File: src/rtl/demux_pkg.sv
// Shared constants and lane-offset helper for the registered 1-to-N demultiplexer.
package demux_pkg;

   localparam int DEMUX_DATA_W = 1;
   localparam int DEMUX_SEL_W  = 3;
   localparam int DEMUX_N_OUT  = 2 ** DEMUX_SEL_W;

   // Bit offset of lane k inside the packed output bus (lane 0 at the LSBs).
   function automatic int lane_lsb(input int k, input int data_w = DEMUX_DATA_W);
      return k * data_w;
   endfunction

endpackage

File: src/rtl/demux_onehot_dec.sv
// Purely combinational SEL_W to 2**SEL_W one-hot decoder.
module demux_onehot_dec
   import demux_pkg::*;
#(
   parameter int SEL_W = DEMUX_SEL_W
) (
   input  logic [SEL_W-1:0]      sel_i,
   output logic [2**SEL_W-1:0]   onehot_o
);

   always_comb begin
      onehot_o        = '0;
      onehot_o[sel_i] = 1'b1;
   end

endmodule

File: src/rtl/demux_eight_to_one.sv
// Registered 1-to-2**SEL_W demultiplexer: D00 is routed to lane s, all other lanes read zero.
module demux_eight_to_one
   import demux_pkg::*;
#(
   parameter int DATA_W = DEMUX_DATA_W,
   parameter int SEL_W  = DEMUX_SEL_W
) (
   input  logic                           clk,
   input  logic                           rst,
   input  logic [DATA_W-1:0]              D00,
   input  logic [SEL_W-1:0]               s,
   output logic [(2**SEL_W)*DATA_W-1:0]   y
);

   localparam int N_OUT = 2 ** SEL_W;

   logic [N_OUT-1:0] lane_sel;

   demux_onehot_dec #(
      .SEL_W(SEL_W)
   ) u_dec (
      .sel_i   (s),
      .onehot_o(lane_sel)
   );

   // One register slice per lane; the select only gates data ahead of the flop.
   for (genvar k = 0; k < N_OUT; k++) begin : g_lane
      localparam int LSB = lane_lsb(k, DATA_W);

      logic [DATA_W-1:0] lane_d;
      logic [DATA_W-1:0] lane_q;

      assign lane_d = D00 & {DATA_W{lane_sel[k]}};

      always_ff @(posedge clk or posedge rst) begin
         if (rst) begin
            lane_q <= '0;
         end else begin
            lane_q <= lane_d;
         end
      end

      assign y[LSB +: DATA_W] = lane_q;
   end

endmodule

File: config.mk
export PLATFORM = sky130hd
export DESIGN_NAME = demux_eight_to_one
export DESIGN_NICKNAME = d
export VERILOG_FILES = /design/src/rtl/demux_pkg.sv /design/src/rtl/demux_onehot_dec.sv /design/src/rtl/demux_eight_to_one.sv
export SDC_FILE = /design/constraint.sdc
export NUM_CORES = 1
export LEC_CHECK = 0
export ABC_AREA = 1
export CORE_AREA = 5 5 42 44
export CTS_CLUSTER_DIAMETER = 60
export CTS_CLUSTER_SIZE = 8
export DETAILED_ROUTE_END_ITERATION = 8
export DIE_AREA = 0 0 47 49
export GPL_TIMING_DRIVEN = 1
export PLACE_DENSITY = 0.5
export SLEW_MARGIN = 20
export SYNTH_ARGS = -nofsm -noshare
export SYNTH_HDL_FRONTEND = slang
export SYNTH_SLANG_ARGS = --single-unit
File: constraint.sdc
create_clock -name clk -period 0.81 [get_ports clk]
set_clock_uncertainty 0.1 [all_clocks]
set_input_delay 0.1215 -clock clk [delete_from_list [all_inputs] [get_ports clk]]
set_output_delay 0.1215 -clock clk [all_outputs]
set_load 0.02 [all_outputs]
==> results of run 1 <==
[synth_stat cells]
cell type,instances
buf_4,8
dfrtp_1,8
inv_1,4
nand2_1,6
nor2_1,8
[per-layer routing]
metal	wire (microns)	up-vias
met5	0	-
met2	224	11
li1	-	108
met4	14	0
met1	183	100
met3	71	2
[cell type report]
type	instances	area [sq um]	area share
sequential	8	200	0.435
timing repair buffer	13	145	0.315
multi-input combinational	14	57.6	0.125
clock buffer	3	22.5	0.0489
tap	16	20.0	0.0435
inverter	4	15.0	0.0326
[how the worst max path moves through the flow]
stage / startpoint / to / slack [ps] / cells past startpoint
2_1_floorplan: g_lane[0].lane_q / y[0] / 110 / 1
3_3_place_gp: g_lane[5].lane_q / y[5] / -320 / 1
3_5_place_dp: g_lane[4].lane_q / y[4] / -320 / 1
4_1_cts: g_lane[4].lane_q / y[4] / -170 / 1
5_1_grt: g_lane[4].lane_q / y[4] / -200 / 1
6_report: g_lane[4].lane_q / y[4] / -160 / 1
[what timing repair did]
action | CTS | global route
resized for setup | 48 | 4
setup buffers | 0 | 0
setup endpoints to repair | 8 | 13
hold buffers | 0 | 0
[cell families (layout without fill, tap and decap cells)]
kind of cell / after synthesis / in the layout
buffers and inverters: 12 / 20
AND/OR/NAND/NOR: 14 / 14
flip-flops: 8 / 8
[through the flow]
step	setup TNS (ps)	hold WS, ps	cell area (sq um)	util
global route	-1500	59.6	460	0.329
global placement	-4220	282	418	0.298
CTS	-1340	23.4	450	0.321
floorplan	0	-163	328	-
detailed placement	-4290	287	418	0.298
finish	-1220	15.5	460	0.329
[where the power goes]
group	leakage [nW]	total, mW	internal [mW]	switching, mW
clock network	0.0138	0.287	0.168	0.118
logic	0.134	0.0939	0.0465	0.0474
registers	0.110	0.415	0.411	0.00454
==> results.md, run 1 <==
* Status: finished, violations left
* Violations in the final reports: negative setup slack
* Biggest regs: g_lane.lane_q (8)
* Met3 track demand over resource at 0.0332
* Most flops, register: g_lane.lane_q
* Total of endpoints with negative setup slack in the final report at 8
* XOR/XNOR Fraction of Synth Area at 0
* Tightest Pin Transition at 285 ps
* Met2 layer usage reported by global route at 0.0656
* Starting utilization of the core area at 0.234
* Number of maximum-capacitance violations at 0
* Crit path launch type: register
* Critical path class: reg -> out
* Delay of the slowest cell on the worst path at 370 ps
* Post-route insts no fill at 58
* Adder and majority cell fraction of the synthesized area at 0
* Most used routing layer: met2
* Average wire per cell in the routed design at 8.52 microns
* Final WS setup at -158 ps
* DRC Markers at 0
* Area share of and/or/nand/nor cells after synthesis at 0.160
* All-layer global routing usage at 0.0525
* Die Area at 0.00230 sq mm
* Count of endpoints failing hold in the final timing report at 0
* Min-delay worst type: in -> async
* Number of nets in the synthesized netlist at 40
* Worst-path cell with the longest stage delay: dfrtp_1
* Flip-flop and latch count after synthesis at 8
* Endpoint arrival time on the critical path at 750 ps
* Max-slew violation count at 0
* Distinct cells, synth at 5
* Synth-to-layout area growth at 40.5%
* Max Buffers Root-to-Sink at 2
* Cell types with the largest area share after synthesis: dfrtp_1 (61%), buf_4 (18%), nor2_1 (9.2%)
* CP Data Required Time at 590 ps
* Core area at roughly 0.0014 sq mm
* First-pass GRT wire length at 793 microns
* Post-synthesis mux area share at 0
* CTS clock-pin slew for the worst setup and hold paths at 50 ps
* Initial DRC Count at 0
* Post-synthesis cell type with the largest combined area: dfrtp_1
* Relative slew margins at 0.810
* Max IR drop VDD at between 0.6 and 0.7 mV
* Ant. Diodes at 0
* Root buffer selected by CTS: clkbuf_4
* Sum of internal, switching and leakage power at 796 uW
* Pre-CTS setup slack at -319 ps
* Highest-count cells in the layout ignoring fill and taps: nor2_1 (8), dfrtp_1 (8), buf_6 (8)
* Initial antenna violation count at 0
* Placer's final routability congestion estimate at 0.677
* Floorplan die height at 49 microns
* Proportion of synthesized chip area in sequential cells at 0.611
* Combinational family with the most area after synthesis: buffers and inverters
* Total number of yosys warnings at 0
* Largest fanout of any net on the critical path at 1
* Overall routed net length at 494 microns
* Number of routed nets with antenna violations at 0
* Number of H-tree levels at 1
* Total of buffers placed on input and output ports at 13
* Share of Yosys cell area claimed by the top area cell type at 0.611
* Via density at 3.81
* TritonCTS clock tree: yes
* GRT met1 Usage at 0.0541
* Max FFs per register at 8
* Crit path buffers/inverters at 1
* DP Cell Count at 55
* RSZ-0062 raised after global routing: true
* DR pass1 iterations at 1
* Global route total overflow at 0
* CTS sink cnt at 8
* Post-layout nets at 50
* Compound-Gate Fraction of Synth Area at 0
* Count of filler cells inserted in the layout at 157
* Leakage at 0.257 nW
* Standard-cell rows at 14
* Pin count of the biggest net entering global routing at 9
* Final period util at 1.19
* Post-layout minimum cycle time at 968 ps
* Number of top-level design ports at 14
* Avg Inst Size Synth at 9.64 sq um
* Ratio of cells with drive above 1 in the final layout at 0.310
* Count of mapped cells out of synthesis at 34
* Cts bufs inserted at 3
* Critical path's top delay family: flip-flops
* Areal power density over the cells at 1730 mW/mm^2
* Syn Std Cell Area at 328 sq um
* Max frequency at 1030 MHz
* Worst setup EP type: output port
* Width of the die at roughly 47 microns
* Cell-by-cell trace of the critical path: buf_6
* Number of global-route vias before repair at 200
* Vias post-DR at about 220
Power figures use the tool's default switching activity.
==> inputs of run 2 (changes only) <==
CORE_AREA = 2 2 39 41   (was 5 5 42 44)
DIE_AREA = 0 0 41 43   (was 0 0 47 49)
GPL_ROUTABILITY_DRIVEN = 0   (was default)
==> results.md, run 2 (synthesis results as in run 1) <==
* Width of the die at 41 microns (-13%)
* Max IR drop VDD at 0.610 mV (-5.8%)
* Crit. Startpoint: g_lane[1].lane_q
* Initial antenna violation count at 0 (unchanged)
* Met1 wire length at 206 microns (+13%)
* Number of H-tree levels at 1 (unchanged)
* Termination of the worst setup path: y[1]
* Via density at 3.72 (-2.3%)
* DR pass1 iterations at 1 (unchanged)
* CTS sink cnt at 8 (unchanged)
* Cell-by-cell trace of the critical path: buf_6
* Crit path launch type: register
* Total of endpoints with negative setup slack in the final report at 8 (unchanged)
* Wire length on met2 at 254 microns (+13%)
* Biggest regs: g_lane.lane_q (8)
* Die Area at 0.00176 sq mm (-23%)
* Ant. Diodes at 0 (unchanged)
* Average wire per cell in the routed design at 8.66 microns (+1.6%)
* Max FFs per register at 8 (unchanged)
* Total of hold buffers inserted after clock tree synthesis at 0 (unchanged)
* Post-layout nets at 50 (unchanged)
* Relative slew margins at 0.805 (-0.00496)
* Highest-count cells in the layout ignoring fill and taps: nor2_1 (8), dfrtp_1 (8), buf_6 (8)
* DRC Markers at 0 (unchanged)
* Sequential cell area in the final layout at 200 sq um (unchanged)
* Root buffer selected by CTS: clkbuf_4
* Met3 WL post-DR at 31 microns (-56%)
* Pre-CTS setup slack at -315 ps (+4.72 ps)
* CP Data Required Time at 590 ps (about the same)
* Synth-to-layout area growth at 40.5% (unchanged)
* Finished layout cell area at 460 sq um (unchanged)
* Standard-cell rows at 14 (unchanged)
* HPWL after DPL at 363 microns
* CTS clock-pin slew for the worst setup and hold paths at 50 ps (about the same)
* Overall routed net length at 502 microns (+1.6%)
* Final period util at 1.20 (+0.00648)
* Leakage at 0.249 nW (-3.4%)
* Worst-path cell with the longest stage delay: dfrtp_1
* Number of gates on the worst path with buffers counted at 1 (unchanged)
* Number of maximum-capacitance violations at 0 (unchanged)
* Worst setup EP type: output port
* TritonCTS clock tree: yes
* Critical path's top delay family: flip-flops
* Status: finished, violations left
* Most flops, register: g_lane.lane_q
* Core area at 0.00138 sq mm (-1.2%)
* Number of global-route vias before repair at 214 (+7.0%)
* Cts bufs inserted at 3 (unchanged)
* Vias post-DR at 216 (-2.3%)
* Floorplan die height at 43 microns (-12%)
* First-pass GRT wire length at 828 microns (+4.4%)
* Starting utilization of the core area at 0.237 (+0.00296)
* Top routing layer used: met4
* Max frequency at 1030 MHz (-0.54%)
* Violations in the final reports: negative setup slack
* Final WS setup at -163 ps (-5.25 ps)
* Tightest Pin Transition at 293 ps (+7.43 ps)
* Largest fanout of any net on the critical path at 1 (unchanged)
* Count of endpoints failing hold in the final timing report at 0 (unchanged)
* Areal power density over the cells at 1760 mW/mm^2 (+1.6%)
* Pin count of the biggest net entering global routing at 9 (unchanged)
* Number of top-level design ports at 14 (unchanged)
* Max-slew violation count at 0 (unchanged)
* Post-layout minimum cycle time at 973 ps (+5.25 ps)
* Ratio of cells with drive above 1 in the final layout at 0.333 (+0.0238)
* Endpoint arrival time on the critical path at 750 ps (about the same)
* Delay of the slowest cell on the worst path at 370 ps (about the same)
* Initial DRC Count at 0 (unchanged)
* Global route total overflow at 0 (unchanged)
* Max Buffers Root-to-Sink at 2 (unchanged)
* RSZ-0062 raised after global routing: true
* Area after DPL at 418 sq um (unchanged)
* All-layer global routing usage at 0.0768 (+0.0243)
* Min-delay worst type: in -> async
* Critical path class: reg -> out
* Crit path buffers/inverters at 1 (unchanged)
* Total of buffers placed on input and output ports at 13 (unchanged)
* Total area of multi-input combinational cells at 60.1 sq um (+4.3%)
* Count of filler cells inserted in the layout at 137 (-13%)
* Number of routed nets with antenna violations at 0 (unchanged)
[run 2: final cells by class]
type / count / share of cell area
Clock buffer: 3 / 0.0489
Inverter: 4 / 0.0326
Multi-Input combinational cell: 14 / 0.130
Sequential cell: 8 / 0.435
Tap cell: 16 / 0.0435
Timing Repair Buffer: 13 / 0.310
[run 2: per-layer routing]
metal / GRT usage / vias up
li1: - / 107
met1: 0.0757 / 96
met2: 0.100 / 11
met3: 0.0314 / 2
met4: 0.100 / 0
met5: 0 / -
[run 2: worst min-delay path by stage]
stage	from	to	slack [ps]	cells after the start
after floorplan	rst	g_lane[0].lane_q	-160	1
after global placement	rst	g_lane[2].lane_q	280	2
after detailed placement	rst	g_lane[2].lane_q	280	2
after CTS	rst	g_lane[2].lane_q	20	2
after global routing	rst	g_lane[2].lane_q	40	2
final	rst	g_lane[3].lane_q	10	2
[run 2: where the power goes]
part | internal, mW | switching (mW)
logic | 0.0478 | 0.0492
registers | 0.410 | 0.00426
clock network | 0.169 | 0.128
total | 0.627 | 0.181
[run 2: timing repair]
action,CTS,global route
gates cloned,0,0
gates resized for setup,48,4
endpoints found under the hold margin,0,0
setup buffers,0,0
endpoints found under the setup margin,8,13
[run 2: through the flow]
stage               hold slack, ps   util  power (mW)  TNS, ps  instances
global route                  42.9  0.333       0.849    -1460         58
finish                        12.2  0.333       0.809    -1240         58
global placement               283  0.302       0.511    -4160         55
detailed placement             281  0.302       0.511    -4230         55
CTS                           20.4  0.325       0.816    -1310         58
floorplan                     -163      -       0.473        0         34
==> inputs of run 3 (changes only) <==
SETUP_SLACK_MARGIN = 0.05   (was default)
clock period = 1.03 ns   (was 0.81 ns; I/O delays follow)
==> results.md, run 3 (synthesis results as in run 1) <==
* Status: finished clean
* DRC Markers at 0 (unchanged)
* Post-layout nets at 50 (unchanged)
* CP Data Required Time at 780 ps (+190 ps)
* Highest-count cells in the layout ignoring fill and taps: nor2_1 (8), dfrtp_1 (8), buf_6 (8)
* HPWL after DPL at 363 microns (unchanged)
* Endpoint arrival time on the critical path at 750 ps (about the same)
* Crit path buffers/inverters at 1 (unchanged)
* Overall routed net length at 500 microns (-0.40%)
* Width of the die at 41 microns (unchanged)
* Setup repair bufs after CTS at 0 (unchanged)
* Max IR drop VDD at 0.476 mV (-22%)
* Post-layout minimum cycle time at 1010 ps
* CTS clock-pin slew for the worst setup and hold paths at 50 ps (about the same)
* Critical path class: reg -> out
* Average wire per cell in the routed design at 8.62 microns (-0.40%)
* Crit. Startpoint: g_lane[1].lane_q
* Max Buffers Root-to-Sink at 2 (unchanged)
* Most flops, register: g_lane.lane_q
* Number of gates on the worst path with buffers counted at 1 (unchanged)
* Switching power summed over all nets at 139 uW (-24%)
* Worst setup EP type: output port
* Core area at 0.00138 sq mm (unchanged)
* CTS sink cnt at 8 (unchanged)
* Fraction of power consumed by the clock network at 0.367 (about the same)
* Cell-by-cell trace of the critical path: buf_6
* Number of global-route vias before repair at 214 (unchanged)
* Number of maximum-capacitance violations at 0 (unchanged)
* Final hold slack at 45.3 ps (+33.1 ps)
* Areal power density over the cells at 1400 mW/mm^2 (-20%)
* Worst-path cell with the longest stage delay: dfrtp_1
* Synth-to-layout area growth at 37.4%
* Combinational share of power at 0.117 (-0.003)
* Floorplan die height at 43 microns (unchanged)
* RSZ-0062 raised after global routing: true
* Sequential cell area in the final layout at 200 sq um (unchanged)
* Biggest regs: g_lane.lane_q (8)
* Ant. Diodes at 0 (unchanged)
* Global route total overflow at 0 (unchanged)
* Max frequency at 994 MHz
* TritonCTS clock tree: yes
* Count of filler cells inserted in the layout at 140 (+2.2%)
* Reg power frac at 0.517 (+0.004)
* Ratio of cells with drive above 1 in the final layout at 0.262 (-0.0714)
* Pin count of the biggest net entering global routing at 9 (unchanged)
* Internal Dissipation at 492 uW (-21%)
* Starting utilization of the core area at 0.237 (unchanged)
* DR pass1 iterations at 4 (+3)
* Number of routed nets with antenna violations at 0 (unchanged)
* Max-slew violation count at 0 (unchanged)
* Die Area at 0.00176 sq mm (unchanged)
* Crit path launch type: register
* Vias post-DR at 222 (+2.8%)
* Utilization after layout at 0.325 (-0.00723)
* Total of buffers placed on input and output ports at 13 (unchanged)
* Cts bufs inserted at 3 (unchanged)
* Final WS setup at 24.5 ps (+187 ps)
* Standard-cell rows at 14 (unchanged)
* Switching portion of total power at 0.220 (-0.00470)
* Max FFs per register at 8 (unchanged)
* Total of endpoints with negative setup slack in the final report at 0 (-8)
* Relative slew margins at 0.805 (about the same)
* First-pass GRT wire length at 828 microns (unchanged)
* Critical path's top delay family: flip-flops
* Initial DRC Count at 3 (+3)
* Leakage at 0.238 nW (-4.1%)
* Via density at 3.83 (+2.8%)
* Final period util at 0.976
* Root buffer selected by CTS: clkbuf_4
* Sum Neg Setup Slack at 0 ps (+1240 ps)
* Termination of the worst setup path: y[1]
* All-layer global routing usage at 0.0768 (unchanged)
* Total area of multi-input combinational cells at 52.6 sq um (-12%)
* Largest fanout of any net on the critical path at 1 (unchanged)
* Number of top-level design ports at 14 (unchanged)
* Count of endpoints failing hold in the final timing report at 0 (unchanged)
* Delay of the slowest cell on the worst path at 370 ps (about the same)
* Initial antenna violation count at 0 (unchanged)
* Min-delay worst type: in -> async
* Tightest Pin Transition at 292 ps (-0.554 ps)
* Number of H-tree levels at 1 (unchanged)
* Pre-CTS setup slack at -128 ps (+187 ps)
run 3: cell types whose count changed in the layout (fill, tap and decap cells not counted):
cell	before	now
nand2_2	3	0
dlymetal6s2s_1	1	0
nand2_1	3	6
clkdlybuf4s50_1	4	5
run 3: per-layer routing:
layer  GRT usage  part of all wire  up-vias
met5           0                 0        -
met4       0.100             0.020        0
met3      0.0314             0.080        2
met2       0.100              0.50       16
met1      0.0757              0.39       97
li1            -                 -      107
run 3: per-stage QoR:
stage / area (sq um) / power (mW) / cells
after floorplan: 328 / 0.372 / 34
after global placement: 418 / 0.401 / 55
after detailed placement: 418 / 0.402 / 55
after CTS: 450 / 0.642 / 58
after global routing: 450 / 0.665 / 58
final: 450 / 0.631 / 58
run 3: worst min-delay path by stage:
stage | end | depth (start not counted)
after floorplan | g_lane[0].lane_q | 1
after global placement | g_lane[2].lane_q | 2
after detailed placement | g_lane[2].lane_q | 2
after CTS | g_lane[2].lane_q | 2
after global routing | g_lane[2].lane_q | 2
final | g_lane[3].lane_q | 2
run 3: area by class of cell:
| type | count | share of cell area |
|---|---|---|
| Sequential cell | 8 | 0.444 |
| Tap cell | 16 | 0.0444 |
| Timing Repair Buffer | 13 | 0.311 |
| Clock buffer | 3 | 0.0500 |
| Multi-Input combinational cell | 14 | 0.117 |
| Inverter | 4 | 0.0333 |
run 3: power by group through the flow:
stage | sequential, mW | clock [mW] | combinational (mW)
3_5_place_dp | 0.330 | 0 | 0.0723
4_1_cts | 0.326 | 0.241 | 0.0745
3_3_place_gp | 0.330 | 0 | 0.0718
5_1_grt | 0.326 | 0.257 | 0.0809
2_1_floorplan | 0.329 | 0 | 0.0423
6_report | 0.326 | 0.231 | 0.0736
run 3: what timing repair did:
action,4_1_cts,5_1_grt
hold endpoints to repair,0,0
pin swaps,0,0
resized for setup,48,0
setup endpoints to repair,8,8
hold buffers,0,0
